File: config.mk
export PLATFORM = sky130hd
export DESIGN_NAME = store_buffer
export DESIGN_NICKNAME = d
export VERILOG_FILES = /design/src/rtl/store_buffer.sv
export SDC_FILE = /design/constraint.sdc
export NUM_CORES = 1
export LEC_CHECK = 0
export ABC_AREA = 1
export CORE_MARGIN = 5
export CORE_UTILIZATION = 30
export DETAILED_ROUTE_END_ITERATION = 8
export GPL_ROUTABILITY_DRIVEN = 0
export GPL_TIMING_DRIVEN = 0
export PLACE_DENSITY_LB_ADDON = 0.12
export SYNTH_ARGS = -nofsm -noshare
export SYNTH_HDL_FRONTEND = slang
export SYNTH_SLANG_ARGS = --single-unit
File: constraint.sdc
create_clock -name clk -period 8.8 [get_ports clk]
set_input_delay 1.76 -clock clk [delete_from_list [all_inputs] [get_ports clk]]
set_output_delay 1.76 -clock clk [all_outputs]
set_load 0.01 [all_outputs]
File: src/rtl/store_buffer.sv
// rtl/store_buffer.sv - aligned store FIFO draining to the data-memory write channel
// Stores enter with lane-replicated data and byte enables; loads to a pending word stall.
module store_buffer #(
  parameter int DEPTH = 2
) (
  input  logic                     clk,
  input  logic                     rst,
  input  logic                     st_valid,
  input  logic [2:0]               st_funct3,
  input  logic [31:0]              st_addr,
  input  logic [31:0]              st_data,
  output logic                     st_ready,
  input  logic                     ld_valid,
  input  logic [31:0]              ld_addr,
  output logic                     ld_hazard,
  input  logic                     dmem_grant,
  output logic                     dmem_write,
  output logic [31:0]              dmem_address,
  output logic [31:0]              dmem_wdata,
  output logic [3:0]               dmem_mbe,
  input  logic                     dmem_resp,
  output logic                     sb_empty,
  output logic [$clog2(DEPTH):0]   sb_count
);
  localparam int PW = $clog2(DEPTH);
  localparam logic [PW:0] FULL = (PW+1)'(DEPTH);
  localparam logic [0:0] STATE_IDLE  = 1'b0;
  localparam logic [0:0] STATE_WRITE = 1'b1;

  logic [PW-1:0] head, tail;
  logic [PW:0]   count;
  logic [0:0]    state, state_nxt;
  logic [29:0]   ent_addr [DEPTH];
  logic [31:0]   ent_data [DEPTH];
  logic [3:0]    ent_mbe  [DEPTH];

  logic          legal;
  logic [31:0]   al_data;
  logic [3:0]    al_mbe;
  logic          push, pop;

  always_comb begin
    legal   = 1'b1;
    al_data = st_data;
    al_mbe  = 4'b1111;
    case (st_funct3)
      3'b000: begin
        al_data = {4{st_data[7:0]}};
        al_mbe  = 4'b0001 << st_addr[1:0];
      end
      3'b001: begin
        al_data = {2{st_data[15:0]}};
        al_mbe  = 4'b0011 << {st_addr[1], 1'b0};
      end
      3'b010: begin
        al_data = st_data;
        al_mbe  = 4'b1111;
      end
      default: legal = 1'b0;
    endcase
  end

  assign st_ready = (count < FULL);
  assign push     = st_valid && st_ready && legal;
  assign pop      = (state == STATE_WRITE) && dmem_resp;

  // Continuing in WRITE only considers entries older than any same-cycle push,
  // so a fresh store always spends a cycle visible before it is written.
  always_comb begin
    state_nxt = state;
    case (state)
      STATE_IDLE:  if (count != '0 && dmem_grant) state_nxt = STATE_WRITE;
      STATE_WRITE: if (dmem_resp)
        state_nxt = (count > (PW+1)'(1) && dmem_grant) ? STATE_WRITE : STATE_IDLE;
      default:     state_nxt = STATE_IDLE;
    endcase
  end

  always_ff @(posedge clk or posedge rst) begin
    if (rst) begin
      head  <= '0;
      tail  <= '0;
      count <= '0;
      state <= STATE_IDLE;
    end else begin
      if (push) tail <= tail + PW'(1);
      if (pop)  head <= head + PW'(1);
      if (push && !pop)      count <= count + (PW+1)'(1);
      else if (!push && pop) count <= count - (PW+1)'(1);
      state <= state_nxt;
    end
  end

  always_ff @(posedge clk) begin
    if (push) begin
      ent_addr[tail] <= st_addr[31:2];
      ent_data[tail] <= al_data;
      ent_mbe[tail]  <= al_mbe;
    end
  end

  assign dmem_write   = (state == STATE_WRITE);
  assign dmem_address = dmem_write ? {ent_addr[head], 2'b00} : 32'h0;
  assign dmem_wdata   = dmem_write ? ent_data[head] : 32'h0;
  assign dmem_mbe     = dmem_write ? ent_mbe[head] : 4'h0;

  // An entry is occupied when its distance from head is below count.
  always_comb begin
    logic [PW-1:0] off;
    ld_hazard = 1'b0;
    off       = '0;
    for (int i = 0; i < DEPTH; i++) begin
      off = PW'(i) - head;
      if ({1'b0, off} < count && ent_addr[i] == ld_addr[31:2]) ld_hazard = ld_valid;
    end
  end

  assign sb_empty = (count == '0);
  assign sb_count = count;
endmodule

# Yosys cells after proc, flatten, opt, wreduce, memory -nomap -nowiden
# Memories as Yosys holds them, arrays and structs flattened.
# Cells that the tools add are included.
# op_classes
addsub,6
magnitude_cmp,4
n_eq_ne,4
shifts,2
muxes,16
bitwise,1
reduce_logical,16
# op_table
cell,count
$mux 32,2
$pmux 32 s2,1
$eq 30x30->1,2
$logic_and 1x1->1,9
$mux 1,8
$pmux 4 s2,1
$lt 1x2->1,2
$mux 2,2
$mux 4,1
$reduce_bool 2->1,2
$shl 1x2->4 const A,1
$shl 2x2->4 const A,1
$eq 3x1->1 const B,1
$eq 3x2->1 const B,1
$logic_not 3->1,1
$reduce_or 3->1,1
$add 1x1->1 const B,2
$add 2x1->2 const B,1
$gt 2x1->1 const B,1
$logic_not 1->1,2
$logic_not 2->1,1
$lt 2x2->1 const B,1
$pmux 1 s2,1
$sub 1x1->1 const A,2
2 further kinds,2
# totals
regBits,5
ramBits,132
input_bits,105
out_inout_bits,74
wordCells,56
mem_count,3
# memory_table
memory,words,width,read_ports,rd_clocked_by_memory_dff,write_ports,line_no,source
ent_data,2,32,1,0,1,34,logic [31:0] ent_data [DEPTH];
ent_addr,2,30,3,0,1,33,logic [29:0] ent_addr [DEPTH];
ent_mbe,2,4,1,0,1,35,logic [3:0] ent_mbe [DEPTH];

# Depth between registers and ports, before layout
# logic_depth
depth_word,8
depth_mapped,10
mapped_depth_nobuf,10

# Worst setup path after synthesis
# Ideal clock, no wire load.
# synth_path
path_kind,input -> register
from,input st_funct3[2]
to,"memory ent_addr[1][0], enable pin"
setup_ps,493
t_arrival_ps,5031
required_time_ps,8307
path_slack_ps,3276
stages,5
n_path_buf,1
cell_sequence,buf_2 nor2_1 and3_1 inv_1 nor2_1
# synth_between
elab_chain_cells,6
word_cells_on_any_way,8
classes_between,eq/ne (2); mux (3); reduce/logical (3)
# synth_rtl
element,line_no,source
from (decl),9,"input logic [2:0] st_funct3,"
"$eq 3x1->1, or another cell as far along",46,case (st_funct3)
$reduce_or 3->1 (no source line) (*),n/a,
$mux 1 (*),46,
$logic_and 1x1->1 (*),64,assign push = st_valid && st_ready && legal;
$mux 1 (*),95,if (push) begin
$mux 1 (implied by the code) (*),96,ent_addr[tail] <= st_addr[31:2];
to (decl),33,
# Mark *: on every way between the ends. The rest lies on a longest branch, timed or not.

# Worst setup path after layout
# layout_path
from,input ld_addr[11]
to,output ld_hazard
# layout_between
elab_chain_cells,4
word_cells_on_any_way,6
classes_between,eq/ne (2); mux (2); reduce/logical (2)
# layout_rtl
element,line_no,source
from (decl),14,"input logic [31:0] ld_addr,"
$eq 30x30->1,114,"if ({1'b0, off} < count && ent_addr[i] == ld_addr[31:2]) ld_hazard = ld_valid;"
$logic_and 1x1->1,114,
$mux 1,114,
$mux 1 (*),114,
to (decl),15,"output logic ld_hazard,"
# Marks and branches as above.

==> summary by stage <==
Run status
The run finished with clean final reports.

Clock tree
The source-to-sink clock delay at the later pin of the worst-skew pair is roughly 0.42 ns. The number of CTS-inserted buffers is 17. In this run the number of H-tree levels came out at 4.

The TritonCTS clock tree is done. After clock tree synthesis, the clock-pin slew on the worst setup and hold paths is 0.06 ns. The number of instances resized during post-cts repair is 0.

Counting every sink on the clock net gives 137. Hold repair after CTS inserted 0 buffers. Once the clock tree was built, the setup fixing pass inserted 0 buffers. The clock root buffer is sky130_fd_sc_hd__clkbuf_16.

The number of buffers on the longest clock path is 2.

Global route
In the global route stage, met1 resource usage came out at 19.6%. The met3 usage in global routing is 5.62%. The met2 global-route usage is around 27%. The total routing resource utilization after global routing is 16.0%. The initial antenna violation count is 0. The wire length of the first global-routing pass is 31400 µm. The overall overflow remaining after global route is 0. The largest net degree at the start of global routing is 28. The global routing stage identified its most utilized layer as met2. The number of global-route vias before repair was 5537.

Logic synthesis
The library cell with the highest instance count after synthesis is sky130_fd_sc_hd__nand2_1. The distinct cell type count of the synthesized netlist is 24. The average cell area after synthesis is about 9.2 µm². The most area-hungry cell type in the Yosys netlist is sky130_fd_sc_hd__edfxtp_1. The synthesized flop and latch total is roughly 140.

The number of instances in the synthesized netlist is 723. Yosys mapped a number of flops with a built-in enable equal to ~130. The fraction of registers with async set/reset is 3.65%. Sequential cells were found to cover 61.4% of the synthesized design area.

In this run the cell area of the synthesized design comes to 6660 µm². By count the netlist is led by sky130_fd_sc_hd__nand2_1 (180), sky130_fd_sc_hd__edfxtp_1 (132), sky130_fd_sc_hd__nor2_1 (122). The area share of the largest cell type after synthesis is 59.5%. The most used flip-flop cell after synthesis is sky130_fd_sc_hd__edfxtp_1. The total of warnings raised by yosys is 0. Yosys attributes the largest share of cell area to sky130_fd_sc_hd__edfxtp_1 (59%), sky130_fd_sc_hd__nand2_1 (10%), sky130_fd_sc_hd__nor2_1 (6.9%).

Pwr
The cell leakage power is 3.82 nW. The worst voltage drop across the vdd grid is 124 µV. For this design the ratio of total power to cell area is about 270 nW/µm². The design draws 2.60 mW.

STA
The smallest clock period supported by the final layout is computed as 5.47 ns. The transition time of the tightest slew-check pin is 0.818 ns. Measured against its own limit, the worst slew margin works out to 45.5%.

The count of endpoints failing hold in the final timing report is 0. Between clock sinks in the finished design, the worst skew comes to 0.00915 ns. The final number of setup-violating endpoints is 0.

The highest clock rate is between 150 and 200 MHz. The final max-slew violation count is 0. Summed over all failing endpoints, the final setup total negative slack is 0 ns. The worst hold slack across all endpoints is 0.581 ns. Setup repair after global routing left no endpoint under its margin. Of the available clock period, the critical path in the final layout requires 62.2%.

Die
For this configuration, the core starts out at a cell density of 30.5%. The die is 159 µm tall. The area of the placeable core is between 20000 and 25000 µm².

The die outline width is 159 µm. The die covers 25300 µm². The number of rows created at floorplan is 54. During I/O placement, the number of pins put on the boundary was 179.

Routing
Wires add up to 20400 µm. Dividing the detail-routed wire length by the instance count gives 16.8 µm. The number of iterations in the first detailed-routing pass is 4.

Once detail routing completed, the nets flagged for antenna violations numbered 0. For this block, the initial DRC count from the detailed router was 268. The detailed-route vias per instance is 4.50.

After detailed routing, the number of remaining DRC violations is 0. The total vias in the final route is 5466.

Finish
The number of antenna diodes in the final layout is 0. Of the cells placed in the final design, the portion with a size suffix greater than 1 is 6.31%. Relative to the synthesized area, the layout overhead comes to 42.3%. In the final design database the tool counted 1030 nets. Excluding fillers, the count of instances in the completed layout stands at ~1200.

Setup path
The required time of the critical path is 7.04 ns. The kind of launch point of the worst setup path is an input pin. The arrival time of data at the critical path endpoint is 3.71 ns. The category of the worst setup path capture point is a primary output.

The largest fanout on the critical path is 3. The worst setup path is of the input pin to primary output kind.

Flow run
The count of max-cap constraint violations is 0.

Place
The count of buffers added on input and output ports is around 170. The estimated wirelength of the detail-placed design is 14900 µm. The total instance count after detailed placement is roughly 1200.

Worst hold path
The type of the most critical hold path is flop to flop.
placed cells by master, fill, tap and decap left out, types with 2 or more instances in the layout:
cell,synthesis,routed
sky130_fd_sc_hd__edfxtp_1,132,132
sky130_fd_sc_hd__buf_2,7,7
sky130_fd_sc_hd__xor2_1,9,9
sky130_fd_sc_hd__xnor2_1,4,4
sky130_fd_sc_hd__buf_12,0,3
sky130_fd_sc_hd__o21ai_0,88,88
sky130_fd_sc_hd__buf_4,2,2
sky130_fd_sc_hd__clkbuf_16,0,17
sky130_fd_sc_hd__clkdlybuf4s50_1,0,174
sky130_fd_sc_hd__clkbuf_1,17,17
sky130_fd_sc_hd__ha_1,3,3
sky130_fd_sc_hd__clkinvlp_4,0,4
sky130_fd_sc_hd__nor2_1,122,120
sky130_fd_sc_hd__bufinv_16,0,2
sky130_fd_sc_hd__nand2_1,180,180
sky130_fd_sc_hd__o211ai_1,8,8
sky130_fd_sc_hd__mux2_2,8,8
sky130_fd_sc_hd__nand3_1,2,2
sky130_fd_sc_hd__nor2_4,0,2
sky130_fd_sc_hd__conb_1,1,2
sky130_fd_sc_hd__dfrtp_1,5,5
sky130_fd_sc_hd__inv_6,0,5
sky130_fd_sc_hd__inv_1,99,99
sky130_fd_sc_hd__a21oi_1,29,29
sky130_fd_sc_hd__clkinv_4,0,2
sky130_fd_sc_hd__buf_16,0,2
path summary, 6_finish.rpt:
path                                          from                        to  slack, ns  cells after the start
max in group asynchronous                      rst          tail$_DFFE_PP0N_       7.05                      2
setup reg to reg           sb_count[1]$_DFFE_PP0P_  ent_data[1][8]$_DFFE_PP_       6.73                      6
min in group asynchronous                      rst      dmem_write$_DFF_PP0_       1.56                      2
hold reg to reg            sb_count[0]$_DFFE_PP0P_   sb_count[0]$_DFFE_PP0P_       0.58                      1
hold / removal             sb_count[0]$_DFFE_PP0P_   sb_count[0]$_DFFE_PP0P_       0.58                      1
setup / recovery                       ld_addr[11]                 ld_hazard       3.33                     12
cell type report:
cell class	instances	area (µm²)
Inverter	99	372
Clock buffer	17	425
Sequential cell	137	4090
Tap cell	280	350
Clock inverter	15	166
Timing Repair Buffer	179	1860
Fill cell	2184	12300
Multi-Input combinational cell	461	2100
Buffer	27	125
worst max-delay path: stages:
cell and delay (ns):
sky130_fd_sc_hd__clkdlybuf4s50_1 0.51, sky130_fd_sc_hd__inv_1 0.06, sky130_fd_sc_hd__nand2_1 0.05, sky130_fd_sc_hd__nand2_1 0.05
sky130_fd_sc_hd__nor2_1 0.17, sky130_fd_sc_hd__nand2_1 0.07, sky130_fd_sc_hd__nor2_1 0.17, sky130_fd_sc_hd__nand2_1 0.10
sky130_fd_sc_hd__nor2_1 0.09, sky130_fd_sc_hd__nor2_1 0.07, sky130_fd_sc_hd__nor2_1 0.08, sky130_fd_sc_hd__clkdlybuf4s50_1 0.54
routing by layer:
layer,up-vias,part of all wire (%)
met4,0,1.2
met5,-,0
met2,171,48
li1,2758,-
met3,14,7.1
met1,2523,44
registers in the layout, indices dropped and copies added, names as in the netlist:
name,cells
ent_data,64
ent_addr,60
ent_mbe,8
sb_count,2
dmem_write,1
head,1
tail,1
cells by family after synthesis:
kind of cell / after synthesis / synth area share, %
AOI/OAI and AO/OA: 127 / 9.92
and+or+nand+nor: 308 / 17.6
adders and majority gates: 3 / 0.563
muxes: 8 / 1.35
other: 1 / 0.0563
buffers and inverters: 126 / 7.46
DFF: 137 / 61.4
xor gates and xnor gates: 13 / 1.71
metrics by stage:
step                      utilization, %  worst slack [ns]  instance area (µm²)
after floorplan                        -              3.28                 6670
after global placement              40.1             0.437                 8760
after detailed placement            40.7              3.30                 8890
after CTS                           43.4              3.30                 9480
after global routing                43.4              3.16                 9480
final                               43.4              3.33                 9480
power breakdown:
part	total, mW	internal [mW]	switching (mW)	leakage, nW
Sequential	0.820	0.787	0.0332	1.25
Combinational	1.06	0.471	0.594	2.29
Clock	0.716	0.423	0.293	0.277
Total	2.60	1.68	0.920	3.82
Power figures use the tool's default switching activity.
